--- config.mk ---
export PLATFORM = sky130hd
export DESIGN_NAME = stream_demux
export DESIGN_NICKNAME = d
export VERILOG_FILES = /design/src/rtl/stream_demux_pkg.sv /design/src/rtl/stream_demux_dest_decode.sv /design/src/rtl/stream_demux.sv
export SDC_FILE = /design/constraint.sdc
export NUM_CORES = 1
export LEC_CHECK = 0
export CORE_MARGIN = 8
export CORE_UTILIZATION = 40
export DETAILED_ROUTE_END_ITERATION = 10
export DONT_BUFFER_PORTS = 1
export SLEW_MARGIN = 20
export SYNTH_ARGS = -nofsm -noshare
export SYNTH_HDL_FRONTEND = slang
export SYNTH_HIERARCHICAL = 1
export SYNTH_SLANG_ARGS = --single-unit
--- constraint.sdc ---
create_clock -name clk -period 2.9 [get_ports clk]
set_input_delay 0.58 -clock clk [delete_from_list [all_inputs] [get_ports clk]]
set_output_delay 0.58 -clock clk [all_outputs]
set_load 0.01 [all_outputs]
--- src/rtl/stream_demux_pkg.sv ---
`default_nettype none
// ----------------------------------------------------------------------------
// stream_demux_pkg : shared FSM encoding and counter width for stream_demux
// Rev 1.0
// ----------------------------------------------------------------------------
package stream_demux_pkg;

  typedef enum logic [1:0] {
    IDLE  = 2'd0,
    BUSY  = 2'd1,
    STALL = 2'd2
  } state_e;

  localparam int DROP_CNT_W = 8;

endpackage
`default_nettype wire

--- src/rtl/stream_demux_dest_decode.sv ---
`default_nettype none
// ----------------------------------------------------------------------------
// dest_decode : 2-bit channel index plus valid to N_OUT-bit one-hot vector
// Rev 1.0
// ----------------------------------------------------------------------------
module dest_decode #(
  parameter int N_OUT = 4
) (
  input  logic [1:0]       idx,
  input  logic             valid,
  output logic [N_OUT-1:0] onehot
);

  // Indices at or above N_OUT match no bit, so the vector is all zero.
  for (genvar i = 0; i < N_OUT; i++) begin : g_bit
    assign onehot[i] = valid && (idx == 2'(i));
  end

endmodule
`default_nettype wire

--- src/rtl/stream_demux.sv ---
`default_nettype none
// ----------------------------------------------------------------------------
// stream_demux : one-input, N_OUT-output stream demultiplexer with skid buffer
// Rev 1.0
// ----------------------------------------------------------------------------
module stream_demux
  import stream_demux_pkg::*;
#(
  parameter int DATA_W = 32,
  parameter int N_OUT  = 4
) (
  input  logic                  clk,
  input  logic                  rst,
  input  logic [DATA_W-1:0]     in_data,
  input  logic [1:0]            in_dest,
  input  logic                  in_valid,
  output logic                  in_ready,
  output logic [DATA_W-1:0]     out_data,
  output logic [N_OUT-1:0]      out_valid,
  input  logic [N_OUT-1:0]      out_ready,
  output logic [DROP_CNT_W-1:0] drop_cnt,
  output logic                  busy
);

  localparam logic [2:0] N_OUT_U = 3'(N_OUT);

  state_e                  state_q, state_d;
  logic                    in_ready_q, in_ready_d;
  logic [DATA_W-1:0]       main_data_q, main_data_d;
  logic [1:0]              main_dest_q, main_dest_d;
  logic [DATA_W-1:0]       skid_data_q, skid_data_d;
  logic [1:0]              skid_dest_q, skid_dest_d;
  logic [DROP_CNT_W-1:0]   drop_cnt_q, drop_cnt_d;

  logic in_xfer;
  logic in_range;
  logic load;
  logic out_xfer;

  assign in_xfer  = in_valid && in_ready_q;
  assign in_range = ({1'b0, in_dest} < N_OUT_U);
  assign load     = in_xfer && in_range;
  assign busy     = (state_q != IDLE);

  dest_decode #(
    .N_OUT (N_OUT)
  ) u_dest_decode (
    .idx    (main_dest_q),
    .valid  (busy),
    .onehot (out_valid)
  );

  // Only the addressed channel can produce a transfer; other ready bits are masked.
  assign out_xfer = |(out_valid & out_ready);
  assign out_data = main_data_q;
  assign in_ready = in_ready_q;
  assign drop_cnt = drop_cnt_q;

  always_comb begin
    state_d     = state_q;
    main_data_d = main_data_q;
    main_dest_d = main_dest_q;
    skid_data_d = skid_data_q;
    skid_dest_d = skid_dest_q;
    drop_cnt_d  = drop_cnt_q;

    if (in_xfer && !in_range && (drop_cnt_q != {DROP_CNT_W{1'b1}})) begin
      drop_cnt_d = drop_cnt_q + 1'b1;
    end

    case (state_q)
      IDLE: begin
        if (load) begin
          main_data_d = in_data;
          main_dest_d = in_dest;
          state_d     = BUSY;
        end
      end
      BUSY: begin
        if (out_xfer && load) begin
          main_data_d = in_data;
          main_dest_d = in_dest;
        end else if (out_xfer) begin
          state_d = IDLE;
        end else if (load) begin
          skid_data_d = in_data;
          skid_dest_d = in_dest;
          state_d     = STALL;
        end
      end
      STALL: begin
        if (out_xfer) begin
          main_data_d = skid_data_q;
          main_dest_d = skid_dest_q;
          state_d     = BUSY;
        end
      end
      default: state_d = IDLE;
    endcase

    // Registered ready: look ahead at the next state so it is valid from the edge.
    in_ready_d = (state_d != STALL);
  end

  always_ff @(posedge clk or posedge rst) begin
    if (rst) begin
      state_q     <= IDLE;
      in_ready_q  <= 1'b1;
      main_data_q <= '0;
      main_dest_q <= '0;
      skid_data_q <= '0;
      skid_dest_q <= '0;
      drop_cnt_q  <= '0;
    end else begin
      state_q     <= state_d;
      in_ready_q  <= in_ready_d;
      main_data_q <= main_data_d;
      main_dest_q <= main_dest_d;
      skid_data_q <= skid_data_d;
      skid_dest_q <= skid_dest_d;
      drop_cnt_q  <= drop_cnt_d;
    end
  end

endmodule
`default_nettype wire

# Yosys cells after proc, flatten, opt, wreduce, memory -nomap -nowiden
# Index checks and enable logic that the tools add are counted.
# totals
reg_bits	71
out_inout_bits	46
word_cells	45
# classes
n_eq_ne	9
mux	14
n_bitwise	3
n_reduce_logical	13
# ops
cell	n
32-bit 2-to-1 mux	3
32-bit case mux with 3 select lines	1
2-bit 2-to-1 mux	8
2-bit case mux with 3 select lines	2
2-bit != test (second input constant)	4
4-bit AND reduction	2
2-bit equality test (second input constant)	3
1-bit logical AND	6
4-bit bitwise AND	1
2-bit by 1-bit equality test with 1-bit output (second input constant)	2
2-bit logical NOT	2
4-bit OR reduction	1
3-bit nonzero test	1
1-bit inverter	2
2-bit nonzero test	1

# Logic depth before layout (Yosys ltp)
# depth
word_depth	8
ltp_mapped	6

# Cells and area by module
# The synthesis kept the hierarchy.
# modules_own_cells
mod	n_inst	cells_per_inst	area_per_inst_um2
stream_demux	1	208	3364.5
dest_decode	1	4	37.5

# Least setup slack after synthesis
# OpenSTA, ideal clock, no wires.
# synth_timing
kind	register -> register
start	register state_q[1]
end	register main_dest_q[0]
arrival_ns	2.015
t_required_ns	2.775
setup_slack_ns	0.760
stages_incl_launch_ff	7
n_path_buf	1
synth_period_minus_slack_ns	2.140
path_cell_list	dfrtp_1 or2_4 and3b_1 a22oi_2 a32oi_4 buf_12 mux2_4
# synth_via
elab_chain_cells	7
# synth_rtl
item	line_no	source
start: declaration	stream_demux.sv:27	state_e state_q, state_d;
start signal: assignment	stream_demux.sv:115	state_q <= state_d;
2-bit nonzero test (*)	stream_demux.sv:43	assign busy = (state_q != IDLE);
net busy	stream_demux.sv:22	output logic busy
1-bit logical AND (*)	stream_demux_dest_decode.sv:16	assign onehot[i] = valid && (idx == 2'(i));
net out_valid[2]	stream_demux.sv:19	output logic [N_OUT-1:0] out_valid,
4-bit bitwise AND (*)	stream_demux.sv:54	assign out_xfer = |(out_valid & out_ready);
4-bit OR reduction (*)	stream_demux.sv:54	
1-bit logical AND	stream_demux.sv:80	if (out_xfer && load) begin
2-bit != test (no source line)	-	
4-bit AND reduction (no source line) (*)	-	
end signal: assignment	stream_demux.sv:118	main_dest_q <= main_dest_d;
end: declaration	stream_demux.sv:30	logic [1:0] main_dest_q, main_dest_d;
# The timed path passes the listed nets; every way through them passes the cells marked *.
# A chain may end at the register's enable or synchronous reset.

# Final worst setup path
# layout_timing
start	register state_q[1]
end	register skid_data_q[29]
# layout_via
elab_chain_cells	7
# layout_rtl
item	line_no	source
2-bit nonzero test (*)	stream_demux.sv:43	
net busy	stream_demux.sv:22	
1-bit logical AND (*)	stream_demux_dest_decode.sv:16	
net out_valid[2]	stream_demux.sv:19	
4-bit bitwise AND (*)	stream_demux.sv:54	
4-bit OR reduction (*)	stream_demux.sv:54	
1-bit logical AND	stream_demux.sv:80	
1-bit inverter (no source line)	-	
4-bit AND reduction (no source line) (*)	-	
end signal: assignment	stream_demux.sv:119	skid_data_q <= skid_data_d;
end: declaration	stream_demux.sv:31	logic [DATA_W-1:0] skid_data_q, skid_data_d;
# Marked as above.

==> out/summary.txt <==
outcome - finished, final reports clean
I/O pins - 87
max-cap violation count - 0
final worst-path cycle share - 84.2%
CTS root buf - sky130_fd_sc_hd__clkbuf_8
synthesized netlist cell count - 212
instance area at placement - 3450 µm²
die outline height - 108 µm
share of the yosys chip area belonging to registers - 52.3%
number of buffer cells added on primary ports - 0
number of setup violations in the final report - 0
total number of placement rows - 33
final number of hold-violating endpoints - 0
Register Area - 1780 µm²
worst-skew pair later-pin latency - 0.33 ns
P&R area growth vs syn - 8.97%
area of the multi-input gates - 1490 µm²
level count of the clock H-tree - 3
total number of yosys warnings - 6
sum of routed wire length over all layers - 6.51 mm
Die Footprint - 11700 µm²
number of buffers added by the clock tree synthesis step - 9
Power per Cell Area - 1220 nW/µm²
number of remaining DRC errors - 0
width of the die - 108 µm
Worst Path Class, Setup - reg2reg
Post-CTS Hold Buffers - 0
Critical Path Fanout Max - 25
sort of element at the end of the critical path - flop
Avg Vias per Cell - 5.14
top-area cell type share of the netlist area - 51.5%
number of pins with negative max-slew slack in the final report - 0
top cells by area, synth - sky130_fd_sc_hd__dfrtp_1, sky130_fd_sc_hd__mux2_2, sky130_fd_sc_hd__mux2_4, sky130_fd_sc_hd__buf_12, sky130_fd_sc_hd__buf_4
routability-driven placement congestion ratio - 0.682
via count of the first global-routing pass - 1856
Synth area leader - sky130_fd_sc_hd__dfrtp_1
achievable frequency - 409 MHz
time the worst path needs with I/O delays and setup - 2.44 ns
Worst EP required - 3.12 ns
Post-CTS Setup Bufs - 0
routed vias - 1677
number of register bits inferred by synthesis - 71
Post-Route Setup TNS - 0 ns
CP Launch Type - flop
synthesized area - 3400 µm²
fin area - 3710 µm²
Routed Antenna Nets - 0
Tot GR Track Use - 11.7%
RSZ-0062 raised after global routing - false
remaining max-slew budget at the tightest pin - 56.4%
clock tree from TritonCTS - yes
number of fill cells - 719
maximum number of pins on one net before global-route repair - 44
clock tree skew after final layout - 0.00821 ns
arrival time worst endpoint - 2.66 ns
Detail Placement HPWL - 4.28 mm
HP Class - in2async
first-pass iteration count of the detailed router - 4
maximum VDD drop - 0.427 mV
CTS resizes - 0
Async S/R FF share, synth - 100%
Total Power - 4510 µW
share of final-layout standard cells stronger than drive strength 1 - 58.8%
transition at the pin with the smallest max-transition slack - 0.654 ns
number of antenna cells inserted - 0
number of synthesized flops with an enable pin - 0
most used flip-flop cell after synthesis - sky130_fd_sc_hd__dfrtp_1
Static Leak - 0.00163 µW
Sink Count - 71
first-pass GRT wire length - 10.5 mm
initial antenna violation count - 0
wire length per cell after detailed routing - 20.0 µm
Starting Density - 41.4%
starting DRC count in detailed routing - 42
GRT Residual Overflow - 0
number of distinct standard cells referenced by the synthesized netlist - 26
core footprint - 8220 µm²
CTS clk-pin slew, worst paths - 0.08 ns
most frequent cells after synthesis - sky130_fd_sc_hd__dfrtp_1, sky130_fd_sc_hd__mux2_2, sky130_fd_sc_hd__mux2_4
largest buffer count on any clock path - 2
Post-Syn Area per Cell - 16.0 µm²
Final Net Count - 257
[cells by family (layout without fill, tap and decap cells)]
logic type	Yosys count	count (layout)	synth area share (%)
flip-flops	71	71	52.3
other	1	8	0.110
buffers and inverters	19	21	4.85
AO/OA/AOI/OAI	7	7	2.43
multiplexers	102	102	37.1
AND/OR/NAND/NOR	12	12	3.27
[sequential cells by signal (all words and copies together), names as in the netlist]
name / count
out_data: 32
skid_data_q: 32
main_dest_q: 2
skid_dest_q: 2
state_q: 2
in_ready: 1
[per-stage QoR]
stage	hold WS, ns	util (%)	setup slack [ns]	instances
after floorplan	0.460	-	0.525	219
after global placement	0.471	42.0	0.479	310
after detailed placement	0.482	42.0	0.429	310
after CTS	0.210	45.1	0.419	326
after global routing	0.227	45.1	0.309	326
final	0.205	45.1	0.457	326
[worst max-delay path: stages, from the launching register on]
cell                       delay, ns
sky130_fd_sc_hd__dfrtp_1        0.44
sky130_fd_sc_hd__or2_4          0.30
sky130_fd_sc_hd__and3b_1        0.25
sky130_fd_sc_hd__a22oi_2        0.37
sky130_fd_sc_hd__nand3b_4       0.38
sky130_fd_sc_hd__buf_4          0.31
sky130_fd_sc_hd__mux2_2         0.27
[final cells by class]
| class | instances | share of cell area, % |
|---|---|---|
| Multi-Input combinational cell | 129 | 40.1 |
| Inverter | 1 | 0.101 |
| Timing Repair Buffer | 4 | 1.48 |
| Tap cell | 105 | 3.54 |
| Clock buffer | 10 | 3.71 |
| Clock inverter | 6 | 3.14 |
| Sequential cell | 71 | 48.0 |
[placed cells by master, fill, tap and decap left out]
cell / netlist / routed
sky130_fd_sc_hd__mux2_2: 70 / 70
sky130_fd_sc_hd__dfrtp_1: 70 / 70
sky130_fd_sc_hd__mux2_4: 30 / 30
sky130_fd_sc_hd__clkbuf_8: 0 / 10
sky130_fd_sc_hd__conb_1: 1 / 8
sky130_fd_sc_hd__bufinv_16: 0 / 3
sky130_fd_sc_hd__a22oi_2: 2 / 2
sky130_fd_sc_hd__mux2_1: 2 / 2
sky130_fd_sc_hd__nand3b_1: 2 / 2
sky130_fd_sc_hd__nand2_1: 2 / 2
sky130_fd_sc_hd__clkinv_4: 0 / 2
sky130_fd_sc_hd__buf_12: 3 / 2
sky130_fd_sc_hd__buf_4: 8 / 2
sky130_fd_sc_hd__and3b_1: 2 / 2
sky130_fd_sc_hd__nand4b_1: 1 / 1
sky130_fd_sc_hd__nand3b_4: 1 / 1
sky130_fd_sc_hd__nand2b_4: 1 / 1
sky130_fd_sc_hd__or2_4: 1 / 1
sky130_fd_sc_hd__a32oi_4: 1 / 1
sky130_fd_sc_hd__a22o_1: 1 / 1
sky130_fd_sc_hd__o221ai_1: 1 / 1
sky130_fd_sc_hd__a21oi_1: 1 / 1
sky130_fd_sc_hd__a21o_1: 1 / 1
sky130_fd_sc_hd__inv_2: 0 / 1
sky130_fd_sc_hd__inv_6: 0 / 1
sky130_fd_sc_hd__dfstp_2: 1 / 1
sky130_fd_sc_hd__and3_2: 1 / 1
sky130_fd_sc_hd__nor3b_2: 1 / 1
[metal layers]
layer  vias up  part of all wire [%]  GRT usage (%)
met5         -                     0              0
met4         0                   1.1           5.65
met1       871                    41           13.5
li1        755                     -              -
met3         6                   9.1           5.00
met2        45                    49           18.4
[final timing paths]
path	start	to	slack, ns	cells after the start
worst max-delay path	state_q[1]$_DFF_PP0_	skid_data_q[29]$_DFFE_PP0P_	0.46	6
worst min-delay path	rst	out_data[9]$_DFFE_PP0P_	0.21	1
worst max register to register	state_q[1]$_DFF_PP0_	skid_data_q[29]$_DFFE_PP0P_	0.46	6
worst min register to register	skid_data_q[12]$_DFFE_PP0P_	skid_data_q[12]$_DFFE_PP0P_	0.49	1
max in group asynchronous	rst	skid_data_q[1]$_DFFE_PP0P_	2.01	2
min in group clk	in_dest[1]	skid_dest_q[1]$_DFFE_PP0P_	0.37	1
[power by group]
part	internal, µW	switching (µW)	leakage [µW]
combinational	1010	570	0.000665
sequential	1510	437	0.000842
clock	601	388	0.000127
total	3120	1390	0.00163
No activity file was read; power rests on OpenSTA's default activity.
